### config.mk
export PLATFORM = sky130hd
export DESIGN_NAME = wave_generator
export DESIGN_NICKNAME = d
export VERILOG_FILES = /design/src/rtl/freq_pkg.sv /design/src/rtl/phase_timer.sv /design/src/rtl/wave_generator.sv
export SDC_FILE = /design/constraint.sdc
export NUM_CORES = 1
export LEC_CHECK = 0
export BUFFER_PORTS_ARGS = -buffer_cell sky130_fd_sc_hd__buf_4
export CAP_MARGIN = 20
export CORE_UTILIZATION = 35
export DETAILED_ROUTE_END_ITERATION = 10
export PLACE_DENSITY = 0.55
export RECOVER_POWER = 25
export SLEW_MARGIN = 40
export SYNTH_ARGS = -nofsm -noshare
export SYNTH_HDL_FRONTEND = slang
export SYNTH_HIERARCHICAL = 1
export SYNTH_SLANG_ARGS = --single-unit
### constraint.sdc
create_clock -name clk -period 5.8 [get_ports clk]
set_input_delay 0.29 -clock clk [delete_from_list [all_inputs] [get_ports clk]]
set_output_delay 0.29 -clock clk [all_outputs]
set_load 0.01 [all_outputs]
### src/rtl/freq_pkg.sv
// rtl/freq_pkg.sv - shared types and widths for the frequency-meter datapath
package freq_pkg;

  localparam int FREQ_WIDTH  = 32;
  localparam int PULSE_WIDTH = 16;

  typedef enum logic [2:0] {
    ST_IDLE = 3'b001,
    ST_HIGH = 3'b010,
    ST_LOW  = 3'b100
  } gen_state_t;

endpackage

### src/rtl/phase_timer.sv
// rtl/phase_timer.sv - loadable down-counter with registered zero flag
import freq_pkg::*;

module phase_timer #(
  parameter int WIDTH = FREQ_WIDTH
) (
  input  logic             clk,
  input  logic             rst_n,
  input  logic             load,
  input  logic [WIDTH-1:0] load_val,
  output logic             zero
);

  logic [WIDTH-1:0] count;
  logic [WIDTH-1:0] count_next;

  // Saturates at zero; the flag tracks the value the counter will hold next cycle.
  always_comb begin
    count_next = count;
    if (load) begin
      count_next = load_val;
    end else if (count != '0) begin
      count_next = count - WIDTH'(1);
    end
  end

  always_ff @(posedge clk or negedge rst_n) begin
    if (!rst_n) begin
      count <= '0;
      zero  <= 1'b1;
    end else begin
      count <= count_next;
      zero  <= (count_next == '0);
    end
  end

endmodule

### src/rtl/wave_generator.sv
// rtl/wave_generator.sv - programmable square-wave burst / continuous source
import freq_pkg::*;

module wave_generator #(
  parameter int WIDTH  = FREQ_WIDTH,
  parameter int NWIDTH = PULSE_WIDTH
) (
  input  logic              clk,
  input  logic              rst_n,
  input  logic              start,
  input  logic              stop,
  input  logic [WIDTH-1:0]  high_cycles,
  input  logic [WIDTH-1:0]  low_cycles,
  input  logic [NWIDTH-1:0] n_pulses,
  output logic              busy,
  output logic              done,
  output logic              wave,
  output logic [NWIDTH-1:0] pulses_left
);

  gen_state_t       state;
  logic [WIDTH-1:0] high_rel;
  logic [WIDTH-1:0] low_rel;
  logic [WIDTH-1:0] high_in_rel;
  logic [WIDTH-1:0] low_in_rel;
  logic             cont;
  logic             timer_load;
  logic [WIDTH-1:0] timer_val;
  logic             timer_zero;
  logic             more_pulses;

  // Reload values are stored as max(len,1)-1 so zero lengths behave as one cycle.
  assign high_in_rel = (high_cycles == '0) ? '0 : high_cycles - WIDTH'(1);
  assign low_in_rel  = (low_cycles == '0)  ? '0 : low_cycles - WIDTH'(1);
  assign more_pulses = cont || (pulses_left > NWIDTH'(1));

  always_comb begin
    timer_load = 1'b0;
    timer_val  = '0;
    if (stop) begin
      timer_load = 1'b1;
    end else begin
      case (state)
        ST_IDLE: if (start) begin
          timer_load = 1'b1;
          timer_val  = high_in_rel;
        end
        ST_HIGH: if (timer_zero) begin
          timer_load = 1'b1;
          timer_val  = low_rel;
        end
        ST_LOW: if (timer_zero && more_pulses) begin
          timer_load = 1'b1;
          timer_val  = high_rel;
        end
        default: timer_load = 1'b1;
      endcase
    end
  end

  phase_timer #(.WIDTH(WIDTH)) u_phase_timer (
    .clk      (clk),
    .rst_n    (rst_n),
    .load     (timer_load),
    .load_val (timer_val),
    .zero     (timer_zero)
  );

  always_ff @(posedge clk or negedge rst_n) begin
    if (!rst_n) begin
      state       <= ST_IDLE;
      wave        <= 1'b0;
      busy        <= 1'b0;
      done        <= 1'b0;
      pulses_left <= '0;
      high_rel    <= '0;
      low_rel     <= '0;
      cont        <= 1'b0;
    end else begin
      done <= 1'b0;
      if (stop) begin
        state       <= ST_IDLE;
        wave        <= 1'b0;
        busy        <= 1'b0;
        pulses_left <= '0;
      end else begin
        case (state)
          ST_IDLE: if (start) begin
            state       <= ST_HIGH;
            wave        <= 1'b1;
            busy        <= 1'b1;
            high_rel    <= high_in_rel;
            low_rel     <= low_in_rel;
            cont        <= (n_pulses == '0);
            pulses_left <= n_pulses;
          end
          ST_HIGH: if (timer_zero) begin
            state <= ST_LOW;
            wave  <= 1'b0;
          end
          ST_LOW: if (timer_zero) begin
            if (more_pulses) begin
              state <= ST_HIGH;
              wave  <= 1'b1;
              if (!cont) begin
                pulses_left <= pulses_left - NWIDTH'(1);
              end
            end else begin
              state       <= ST_IDLE;
              busy        <= 1'b0;
              pulses_left <= '0;
              done        <= 1'b1;
            end
          end
          default: begin
            state       <= ST_IDLE;
            wave        <= 1'b0;
            busy        <= 1'b0;
            pulses_left <= '0;
          end
        endcase
      end
    end
  end

endmodule

== After elaboration in Yosys (flattened, before gate mapping) ==
Index checks and enable logic that the tools add are counted.

* Magnitude comparators: 1
* Bitwise operators: 1
* Multiply operators: 0
* Divide/modulo/power cells: 0
* Add/subtract/negate cells: 4
* Equality and inequality tests: 10
* Shift-type cells: 0
* Multiplexer cells: 40
* Reductions and logical operators: 12

{| class="wikitable"
|+ Operators by type and width
! cell !! count
|-
| 32-bit 2-to-1 mux || 8
|-
| 32-bit zero test || 3
|-
| 32-bit case mux with 3 select lines || 1
|-
| 32-bit by 1-bit subtractor with 32-bit output (second input constant) || 3
|-
| 16-bit 2-to-1 mux || 5
|-
| 16-bit case mux with 3 select lines || 1
|-
| 32-bit nonzero test || 1
|-
| 16-bit by 1-bit greater-than comparator with 1-bit output (second input constant) || 1
|-
| 16-bit zero test || 1
|-
| 1-bit 2-to-1 mux || 16
|-
| 16-bit by 1-bit subtractor with 16-bit output (second input constant) || 1
|-
| 3-bit 2-to-1 mux || 4
|-
| 4-bit AND reduction || 3
|-
| 3-bit != test (second input constant) || 3
|-
| 1-bit case mux with 3 select lines || 3
|-
| 3-bit case mux with 3 select lines || 1
|-
| 3-bit by 2-bit != test with 1-bit output (second input constant) || 2
|-
| 3-bit AND reduction || 2
|-
| 4-bit != test (second input constant) || 1
|-
| 3-bit by 1-bit == test with 1-bit output (second input constant) || 1
|-
| 3-bit by 2-bit == test with 1-bit output (second input constant) || 1
|-
| 3-bit == test (second input constant) || 1
|-
| 2-bit 2-to-1 mux || 1
|-
| 2-bit != test (second input constant) || 1
|-
| other kinds (3) || 3
|}

* Logic and storage cells: 78
* Memories kept: 0
* ROM bits: 0
* Bits in registers: 120
* Bits in latches: 0
* Memory bits (writable): 0

== Longest topological paths before layout ==
Gate-level depths: netlist of run 1.

* Depth in word-level cells: 8
* Gate-level depth with buffers: 15

== By module ==
The synthesis of run 1 kept the hierarchy.

{| class="wikitable"
|+ Modules (own cells, without submodules)
! module !! cells an instance !! times used !! area an instance (um^2)
|-
| wave_generator || 657 || 1 || 5780.5
|-
| phase_timer || 257 || 1 || 2228.4
|}

== Least setup slack after synthesis of run 1 ==
No wires, ideal clock.

* Path type: reg2reg
* Start: register pulses_left[6]
* End: register u_phase_timer.zero
* Path buffers: 1
* Cell stages (with the launch flop): 11
* Setup slack: 2.253 ns
* Library setup time: 0.090 ns
* Required time: 5.710 ns
* Arrival: 3.457 ns
* Path through: dfrtp_1 -> or4_4 -> nor3_4 -> a31oi_1 -> or4_4 -> clkbuf_1 -> nand2_1 -> o21ai_0 -> or4_1 -> or4b_1 -> nor4_2

* Cells in the longest elaborated chain, start to end: 8
* Elaborated cells on any way between the ends: 11
* Those cells by class: order compare: 1; mux: 7; reduce/logical: 3

{| class="wikitable"
|+ RTL lines
! item !! line !! source
|-
| start, declared || wave_generator.sv:18 || <nowiki>output logic [NWIDTH-1:0] pulses_left</nowiki>
|-
| start signal, assigned || wave_generator.sv:95 || <nowiki>pulses_left <= n_pulses;</nowiki>
|-
| start signal, assigned || wave_generator.sv:106 || <nowiki>pulses_left <= pulses_left - NWIDTH'(1);</nowiki>
|-
| 16-bit by 1-bit greater-than comparator with 1-bit output || wave_generator.sv:35 || <nowiki>assign more_pulses = cont || (pulses_left > NWIDTH'(1));</nowiki>
|-
| 1-bit logical OR || wave_generator.sv:35 ||
|-
| 1-bit logical AND || wave_generator.sv:52 || <nowiki>ST_LOW: if (timer_zero && more_pulses) begin</nowiki>
|-
| 1-bit 2-to-1 mux || wave_generator.sv:52 ||
|-
| 1-bit case mux with 3 select lines || wave_generator.sv:43 || <nowiki>case (state)</nowiki>
|-
| 1-bit 2-to-1 mux || wave_generator.sv:40 || <nowiki>if (stop) begin</nowiki>
|-
| via timer_load || wave_generator.sv:27 || <nowiki>logic timer_load;</nowiki>
|-
| 32-bit 2-to-1 mux || phase_timer.sv:20 || <nowiki>if (load) begin</nowiki>
|-
| via u_phase_timer.count_next[28] || phase_timer.sv:15 || <nowiki>logic [WIDTH-1:0] count_next;</nowiki>
|-
| 32-bit zero test || phase_timer.sv:33 || <nowiki>zero <= (count_next == '0);</nowiki>
|-
| end signal, assigned || phase_timer.sv:33 ||
|-
| end, declared || phase_timer.sv:11 || <nowiki>output logic zero</nowiki>
|}

The timed path passes the listed nets, and every way through them passes these cells.
A chain may end at the register's enable or synchronous reset.

== Worst setup path in the final report of run 1 ==
* Start: register u_phase_timer.count[0]
* End: register u_phase_timer.zero

* Cells in the longest elaborated chain, start to end: 4
* Elaborated cells on any way between the ends: 5
* Those cells by class: add/sub: 1; mux: 2; reduce/logical: 2

{| class="wikitable"
|+ RTL lines
! item !! line !! source
|-
| start, declared || phase_timer.sv:14 || <nowiki>logic [WIDTH-1:0] count;</nowiki>
|-
| start signal, assigned || phase_timer.sv:32 || <nowiki>count <= count_next;</nowiki>
|-
| 32-bit by 1-bit subtractor with 32-bit output or 32-bit nonzero test (tied branches) || phase_timer.sv:23, phase_timer.sv:22 ||
|-
| 32-bit 2-to-1 mux (*) || phase_timer.sv:22 || <nowiki>end else if (count != '0) begin</nowiki>
|-
| 32-bit 2-to-1 mux (*) || phase_timer.sv:20 ||
|-
| via u_phase_timer.count_next[17] || phase_timer.sv:15 ||
|-
| 32-bit zero test (*) || phase_timer.sv:33 ||
|}

The timed path passes the listed nets; every way through them passes the cells marked *.

==> results.py, run 1 <==
metrics = {
    "critical_path": {
        "crit_fanout": 13,
        "slowest_delay_ns": 0.63,
        "crit_required_ns": 6.14,
        "critPathArrivalTime_ns": 4.39,
        "reg2reg_slack_ns": 1.75,
        "critPathLaunch": "u_phase_timer/count[0]",
        "crit_path_end": "u_phase_timer/zero",
        "reg2reg_depth": 10,
        "cp_common_cell": "nand3_1",
        "r2r_start": "u_phase_timer/count[0]",
        "slowest_stage": "or4b_2",
        "crit_type": "reg2reg",
        "critPathCaptureType": "flop",
        "r2r_end": "u_phase_timer/zero",
        "worst_setup_path_start_kind": "flop",
        "cp_cell_sequence": "inv_1 > ha_1 > or4b_2 > nor4_4 > nand3_1 > nand3_1 > nand3_1 > or4_1 > or4b_1 > nor4_2",
    },
    "power_and_ir_drop": {
        "ir_worst_vdd_mv": 0.204,
        "p_leak_nw": 3.97,
        "p_per_area_nw_per_um2": 448,
    },
    "logic_synthesis": {
        "ys_ff_latch": 120,
        "synth_cell_types": 77,
        "syn_area_per_cell_sq_um": 8.76,
        "synthTopCellsByArea": "dfrtp_1 (37%), nand2_1 (4.5%), a221o_1 (3.9%), xnor2_1 (3.8%), nor2_1 (3.7%)",
        "yosys-top-cells-count": "dfrtp_1 (118), nand2_1 (96), nor2_1 (78)",
        "yosysMostFrequentCell": "dfrtp_1",
        "synth_top_cell_by_area": "dfrtp_1",
        "async_reset_ff_share_pct": 100,
        "yosysWarnings": 6,
        "synth_edf_count": 0,
        "synth_top_area_share_pct": 36.9,
        "synth.cell_area_sq_um": 8010,
        "synth_cells": 914,
        "ys_seq_area_share_pct": 37.5,
        "syn-num-nets": 1004,
        "synth_ff_type": "dfrtp_1",
    },
    "min_path": {
        "worstHoldPathType": "in2reg",
    },
    "die": {
        "die_w_um": 153,
        "dieHeight_um": 153,
        "dieArea_sq_um": 23500,
        "row_count": 54,
        "io_pins": 103,
        "core_sq_um": 22200,
        "start_util_pct": 36.1,
    },
    "sta": {
        "setup_viol": 0,
        "hold_viol": 0,
        "relSlewSlack_pct": -112,
        "max_freq_mhz": 247,
        "drv_slew": 57,
        "rsz0062_at_grt": "false",
        "timing.final.crit_share_pct": 69.8,
        "tightest_slew_ns": 3.18,
        "final.min_clock_period_ns": 4.05,
        "setup_tns_ns": 0,
        "finClkSkew_ns": 0.00986,
        "hold_ws_ns": 0.0669,
        "worst_slack_ns": 1.75,
    },
    "job": {
        "maxCapViolCount": 1,
    },
    "clocking": {
        "cts_max_level": 4,
        "cts_tree": "done",
        "clockBufferDepth": 2,
        "cts_made_buffers": 17,
        "clkSinkCount": 120,
        "ctsRootBufferMaster": "clkbuf_16",
        "cts.reportedPaths.clkPinSlew_ns": 0.06,
        "insertion_delay_ns": 0.42,
    },
    "grt": {
        "antenna_found_initial": 0,
        "grt_max_degree": 66,
        "grt_pass1_wl_mm": 39.3,
        "grt_pass1_vias": 6953,
        "grt_overflow_total": 0,
        "groute.usage.overall_pct": 21.3,
    },
    "finish": {
        "fin_area_sq_um": 9600,
        "num_antenna_cells": 0,
        "nets": 1083,
        "area_growth_pct": 19.8,
        "multi_input_area_sq_um": 4760,
        "layout-drive-gt1-share_pct": 18.0,
        "final_cells": 1286,
        "n_fill_cell": 2214,
        "ff_latch_area_sq_um": 3010,
    },
    "placed_design": {
        "gp_congestion": 0.906,
        "place_hpwl_mm": 18.0,
        "place_ws_ns": 1.60,
        "post_dp_cell_area_sq_um": 9010,
        "port_buffers": 102,
        "place_inst": 1253,
    },
    "route": {
        "ant_nets": 0,
        "via_per_inst": 5.80,
        "wl_per_cell_um": 19.1,
        "drc": 0,
        "vias": 7460,
        "drt_iter0_drc": 686,
        "drt_pass1_iterations": 5,
        "routed_wl_mm": 24.5,
    },
    "run_status": {
        "violations": "capacitance limit, slew limit",
        "run_status": "complete, but fails checks",
    },
}
==> registers in the layout (all words and copies together), names as in the netlist <==
name,count
low_rel,32
pulses_left,16
busy,1
high_rel,32
u_phase_timer/zero,1
state,3
cont,1
wave,1
u_phase_timer/count,32
done,1
==> metal layers <==
layer / vias to the layer above / global-route usage, % / routed length, um / share of wire [%]
met5: - / 0 / 0 / 0
met4: 0 / 7.74 / 544 / 2.2
met3: 36 / 3.18 / 1250 / 5.1
met2: 213 / 31.8 / 10800 / 44
met1: 3583 / 31.1 / 12000 / 49
li1: 3628 / - / - / -
==> power by group <==
group	leakage, nW	total, mW	switching [mW]	internal (mW)
combinational	2.17	1.71	1.02	0.691
clock	0.291	1.09	0.444	0.649
sequential	1.50	1.49	0.317	1.17
==> worst max-delay path: cells and delay by family (launching register included) <==
| family | cells | cell delay [ns] |
|---|---|---|
| fa+ha+maj | 1 | 0.17 |
| buf+inv | 1 | 0.14 |
| flops | 1 | 0.41 |
| simple gates | 8 | 3.24 |
==> what timing repair did <==
item                                   CTS  global route
hold buffers                             1             0
endpoints found under the hold margin   55             0
resized for setup                        0             0
buffers inserted                         0             0
==> per-stage QoR <==
stage          utilization [%]  power (mW)
6_report                  43.3        4.30
4_1_cts                   43.4        4.31
3_3_place_gp              40.6        3.19
2_1_floorplan                -        2.65
5_1_grt                   43.3        4.59
3_5_place_dp              40.7        3.20
==> cell type report <==
| type | instances | share of cell area [%] |
|---|---|---|
| Clock buffer | 17 | 4.43 |
| Clock inverter | 15 | 1.84 |
| Inverter | 19 | 0.743 |
| Multi-Input combinational cell | 723 | 49.6 |
| Sequential cell | 120 | 31.3 |
| Tap cell | 280 | 3.65 |
| Timing Repair Buffer | 112 | 8.44 |
==> worst min-delay path by stage <==
stage | end | startpoint | slack (ns) | cells after the start
global route | low_rel[0] | low_cycles[0] | 0.07 | 2
CTS | low_rel[31] | low_cycles[31] | 0.05 | 2
global placement | state[2] | rst_n | 0.42 | 1
finish | low_rel[31] | low_cycles[31] | 0.07 | 2
detailed placement | state[1] | rst_n | 0.41 | 1
floorplan | busy | rst_n | -0.006 | 0
==> layout by cell type (no fill, tap or decap), types with 19 or more instances in the layout <==
cell	synthesis	final
xnor2_1	35	35
a221o_1	31	31
dfrtp_1	118	118
buf_4	2	100
a21oi_1	33	32
nor2_1	78	77
or3_1	19	19
nand2_1	96	95
or4_1	20	20
o21ai_0	31	31
a21o_1	31	31
nand3_1	19	19
o31ai_1	20	19
o21ai_1	28	28
nor4_1	36	35
nor3_1	28	28
==> cells by family after synthesis <==
family / share of synthesized area, %
AO/OA/AOI/OAI: 22.5
buffers and inverters: 3.66
XOR/XNOR: 5.80
multiplexers: 2.31
AND/OR/NAND/NOR: 27.3
flip-flops: 37.5
adder cells (fa/ha/maj): 0.937
No activity file was read; power rests on OpenSTA's default activity.
==> run 2: changes to the inputs <==
--- a/config.mk
+++ b/config.mk
@@ -5,11 +5,12 @@
 export SDC_FILE = /design/constraint.sdc
 export NUM_CORES = 1
 export LEC_CHECK = 0
+export ABC_AREA = 1
 export BUFFER_PORTS_ARGS = -buffer_cell sky130_fd_sc_hd__buf_4
 export CAP_MARGIN = 20
 export CORE_UTILIZATION = 35
 export DETAILED_ROUTE_END_ITERATION = 10
-export PLACE_DENSITY = 0.55
+export PLACE_DENSITY = 0.54
 export RECOVER_POWER = 25
 export SLEW_MARGIN = 40
 export SYNTH_ARGS = -nofsm -noshare
==> constraint.sdc (replaced) <==
create_clock -name clk -period 4.15 [get_ports clk]
set_input_delay 0.2075 -clock clk [delete_from_list [all_inputs] [get_ports clk]]
set_output_delay 0.2075 -clock clk [all_outputs]
set_load 0.01 [all_outputs]
==> run 2 against run 1 <==
Compared with the run above: register-to-register slack worse by 0.67 ns; core utilization down 1.5 points; non-clock buffer count unchanged; maximum frequency up 32%; global-route usage up 1.5 points; critical path depth up 9; first-iteration DRC count down 10%; the run still ends with capacitance limit, slew limit left; largest power group unchanged; largest cell class unchanged.
==> results.py, run 2 <==
metrics = {
    "run_status": {
        "run_status": "complete, but fails checks",
        "violations": "capacitance limit, slew limit",
    },
    "critical_path": {
        "r2r_end": "u_phase_timer/zero",
        "slowest_stage": "dfrtp_1",
        "crit_type": "reg2reg",
        "worst_setup_path_start_kind": "flop",
        "cp_cell_sequence": "inv_1 > ha_1 > nor2_1 > nor2_1 > nand3_2 > nand2_2 > nor2_1 > inv_1 > nand2_1 > clkinv_1 > buf_4 > or2_2 > nand2_1 > nand2_1 > nor2_1 > nand2_1 > nor2_1 > nand2_1 > nor2_2",
        "crit_fanout": 21,
        "worst-path-buf-inv": 4,
        "reg2reg_slack_ns": 1.08,
        "critPathCaptureType": "flop",
        "r2r_start": "pulses_left[0]",
        "critPathArrivalTime_ns": 3.44,
        "slowest_delay_ns": 0.40,
        "reg2reg_depth": 19,
        "path_delay_family": "simple AND/OR/NAND/NOR gates",
        "crit_required_ns": 4.52,
    },
    "route": {
        "wl_per_cell_um": 15.7,
        "drc": 0,
        "drt_iter0_drc": 615,
        "ant_nets": 0,
        "vias": 9192,
        "drt_pass1_iterations": 5,
        "via_per_inst": 4.93,
        "routed_wl_mm": 29.2,
    },
    "logic_synthesis": {
        "async_reset_ff_share_pct": 100,
        "synthTopCellsByArea": "dfrtp_1 (32%), nand2_1 (19%), nor2_1 (9.6%), nand3_1 (5.1%), inv_1 (4.9%)",
        "synth_cell_types": 45,
        "syn-num-nets": 1517,
        "synth_cells": 1427,
        "synth_ff_type": "dfrtp_1",
        "synth_top_cell_by_area": "dfrtp_1",
        "ys_seq_area_share_pct": 32.5,
        "ys_ff_latch": 120,
        "synth.cell_area_sq_um": 9260,
        "synth_edf_count": 0,
        "yosys-top-cells-count": "nand2_1 (472), nor2_1 (238), inv_1 (120)",
        "yosysWarnings": 6,
        "syn_area_per_cell_sq_um": 6.49,
        "synth_top_area_share_pct": 31.9,
        "yosysMostFrequentCell": "nand2_1",
    },
    "sta": {
        "tightest_slew_ns": 1.88,
        "setup_viol": 0,
        "final.min_clock_period_ns": 3.07,
        "max_freq_mhz": 326,
        "finClkSkew_ns": 0.0116,
        "drv_slew": 68,
        "hold_viol": 0,
        "relSlewSlack_pct": -25.1,
        "rsz0062_at_grt": "false",
        "timing.final.crit_share_pct": 73.9,
        "setup_tns_ns": 0,
    },
    "grt": {
        "grt_pass1_vias": 8958,
        "grt_pass1_wl_mm": 47.6,
        "grt_overflow_total": 0,
        "antenna_found_initial": 0,
        "groute.usage.overall_pct": 22.8,
        "grt_max_degree": 73,
    },
    "placed_design": {
        "post_dp_cell_area_sq_um": 10300,
        "gp_congestion": 0.913,
        "place_hpwl_mm": 23.2,
        "port_buffers": 102,
    },
    "clocking": {
        "cts.reportedPaths.clkPinSlew_ns": 0.06,
        "cts_tree": "done",
        "insertion_delay_ns": 0.44,
        "cts_max_level": 4,
        "clockBufferDepth": 2,
        "cts_made_buffers": 17,
        "clkSinkCount": 120,
        "ctsRootBufferMaster": "clkbuf_16",
        "postCtsSetupRepairBufs": 0,
    },
    "min_path": {
        "hold_start": "low_cycles[25]",
        "whs_path_depth": 4,
        "worstHoldPathType": "in2reg",
        "min_to": "low_rel[25]",
    },
    "die": {
        "die_w_um": 165,
        "start_util_pct": 35.6,
        "dieArea_sq_um": 27100,
        "dieHeight_um": 165,
        "io_pins": 103,
        "row_count": 59,
        "core_sq_um": 26000,
    },
    "power_and_ir_drop": {
        "p_int_mw": 3.60,
        "power_frac_clock_pct": 20.4,
        "p_leak_nw": 5.43,
        "seqPwrFrac_pct": 29.1,
        "switching_share_pct": 48.1,
        "power_switching_mw": 3.33,
        "ir_worst_vdd_mv": 0.278,
        "p_per_area_nw_per_um2": 638,
        "combPwrFrac_pct": 50.5,
    },
    "finish": {
        "layout_common_cells": "nand2_1 (471), nor2_1 (238), inv_1 (120), dfrtp_1 (118), buf_4 (108)",
        "nets": 1608,
        "layout-drive-gt1-share_pct": 17.0,
        "top_regs": "high_rel: 32 flops, low_rel: 32 flops, u_phase_timer/count: 32 flops",
        "area_growth_pct": 17.3,
        "fin_area_sq_um": 10900,
        "layout_commonest_cell": "nand2_1",
        "num_antenna_cells": 0,
    },
    "job": {
        "maxCapViolCount": 1,
    },
}
## run 2: power by group through the flow
stage / combinational, mW / clock [mW] / sequential (mW)
3_3_place_gp: 3.47 / 0 / 2.03
5_1_grt: 3.96 / 1.50 / 2.08
2_1_floorplan: 2.60 / 0 / 1.92
3_5_place_dp: 3.48 / 0 / 2.04
6_report: 3.50 / 1.42 / 2.02
4_1_cts: 3.49 / 1.44 / 2.02
## run 2: worst register-to-register path: stages (launching register included)
cell      delay (ns)
dfrtp_1         0.40
inv_1           0.09
ha_1            0.24
nor2_1          0.11
nor2_1          0.06
nand3_2         0.22
nand2_2         0.23
nor2_1          0.19
inv_1           0.07
nand2_1         0.09
clkinv_1        0.21
buf_4           0.29
or2_2           0.29
nand2_1         0.10
nand2_1         0.06
nor2_1          0.08
nand2_1         0.05
nor2_1          0.09
nand2_1         0.07
nor2_2          0.08
## run 2: worst max path at each step
stage | start | end | slack (ns) | cells after the start
floorplan | pulses_left[0] | u_phase_timer/zero | 1.79 | 18
global placement | pulses_left[13] | u_phase_timer/zero | 1.17 | 18
detailed placement | pulses_left[0] | u_phase_timer/zero | 1.11 | 19
CTS | pulses_left[0] | u_phase_timer/zero | 1.09 | 19
global route | pulses_left[0] | u_phase_timer/zero | 0.62 | 19
finish | pulses_left[0] | u_phase_timer/zero | 1.08 | 19
## run 2: cell type report
cell class / count / area, sq um
sequential: 120 / 3010
timing repair buffer: 112 / 856
fill: 2831 / 15100
inverter: 131 / 493
multi-input combinational: 1136 / 5530
clock buffer: 17 / 425
tap: 335 / 419
clock inverter: 15 / 134
## run 2: metal layers
layer	vias to the layer above	GRT usage (%)	share of wire, %
met3	39	3.74	3.6
met2	193	38.6	48
met1	4252	29.5	46
li1	4708	-	-
met5	-	0	0
met4	0	7.34	2.6
## run 2: kinds of logic (layout without fill, tap and decap cells)
kind of cell,Yosys count,after routing,synth area share [%]
and+or+nand+nor,948,948,45.5
buffers and inverters,171,275,7.85
AOI/OAI and AO/OA,127,127,8.13
DFF,120,120,32.5
xor gates and xnor gates,55,55,5.20
adders and majority gates,6,6,0.811
## run 2: timing repair
item / in CTS / in global routing
hold endpoints to repair: 66 / 0
hold buffers: 2 / 0
gates resized for setup: 0 / 0
## run 2: per-stage QoR
step,instances,utilization [%],total power [mW],setup slack (ns),hold WS (ns)
3_3_place_gp,1832,39.6,5.50,1.17,0.394
5_1_grt,1866,41.8,7.54,0.625,0.105
6_report,1866,41.8,6.94,1.08,0.0746
2_1_floorplan,1427,-,4.53,1.79,-0.0881
3_5_place_dp,1832,39.6,5.51,1.11,0.263
4_1_cts,1866,41.8,6.95,1.09,0.0601
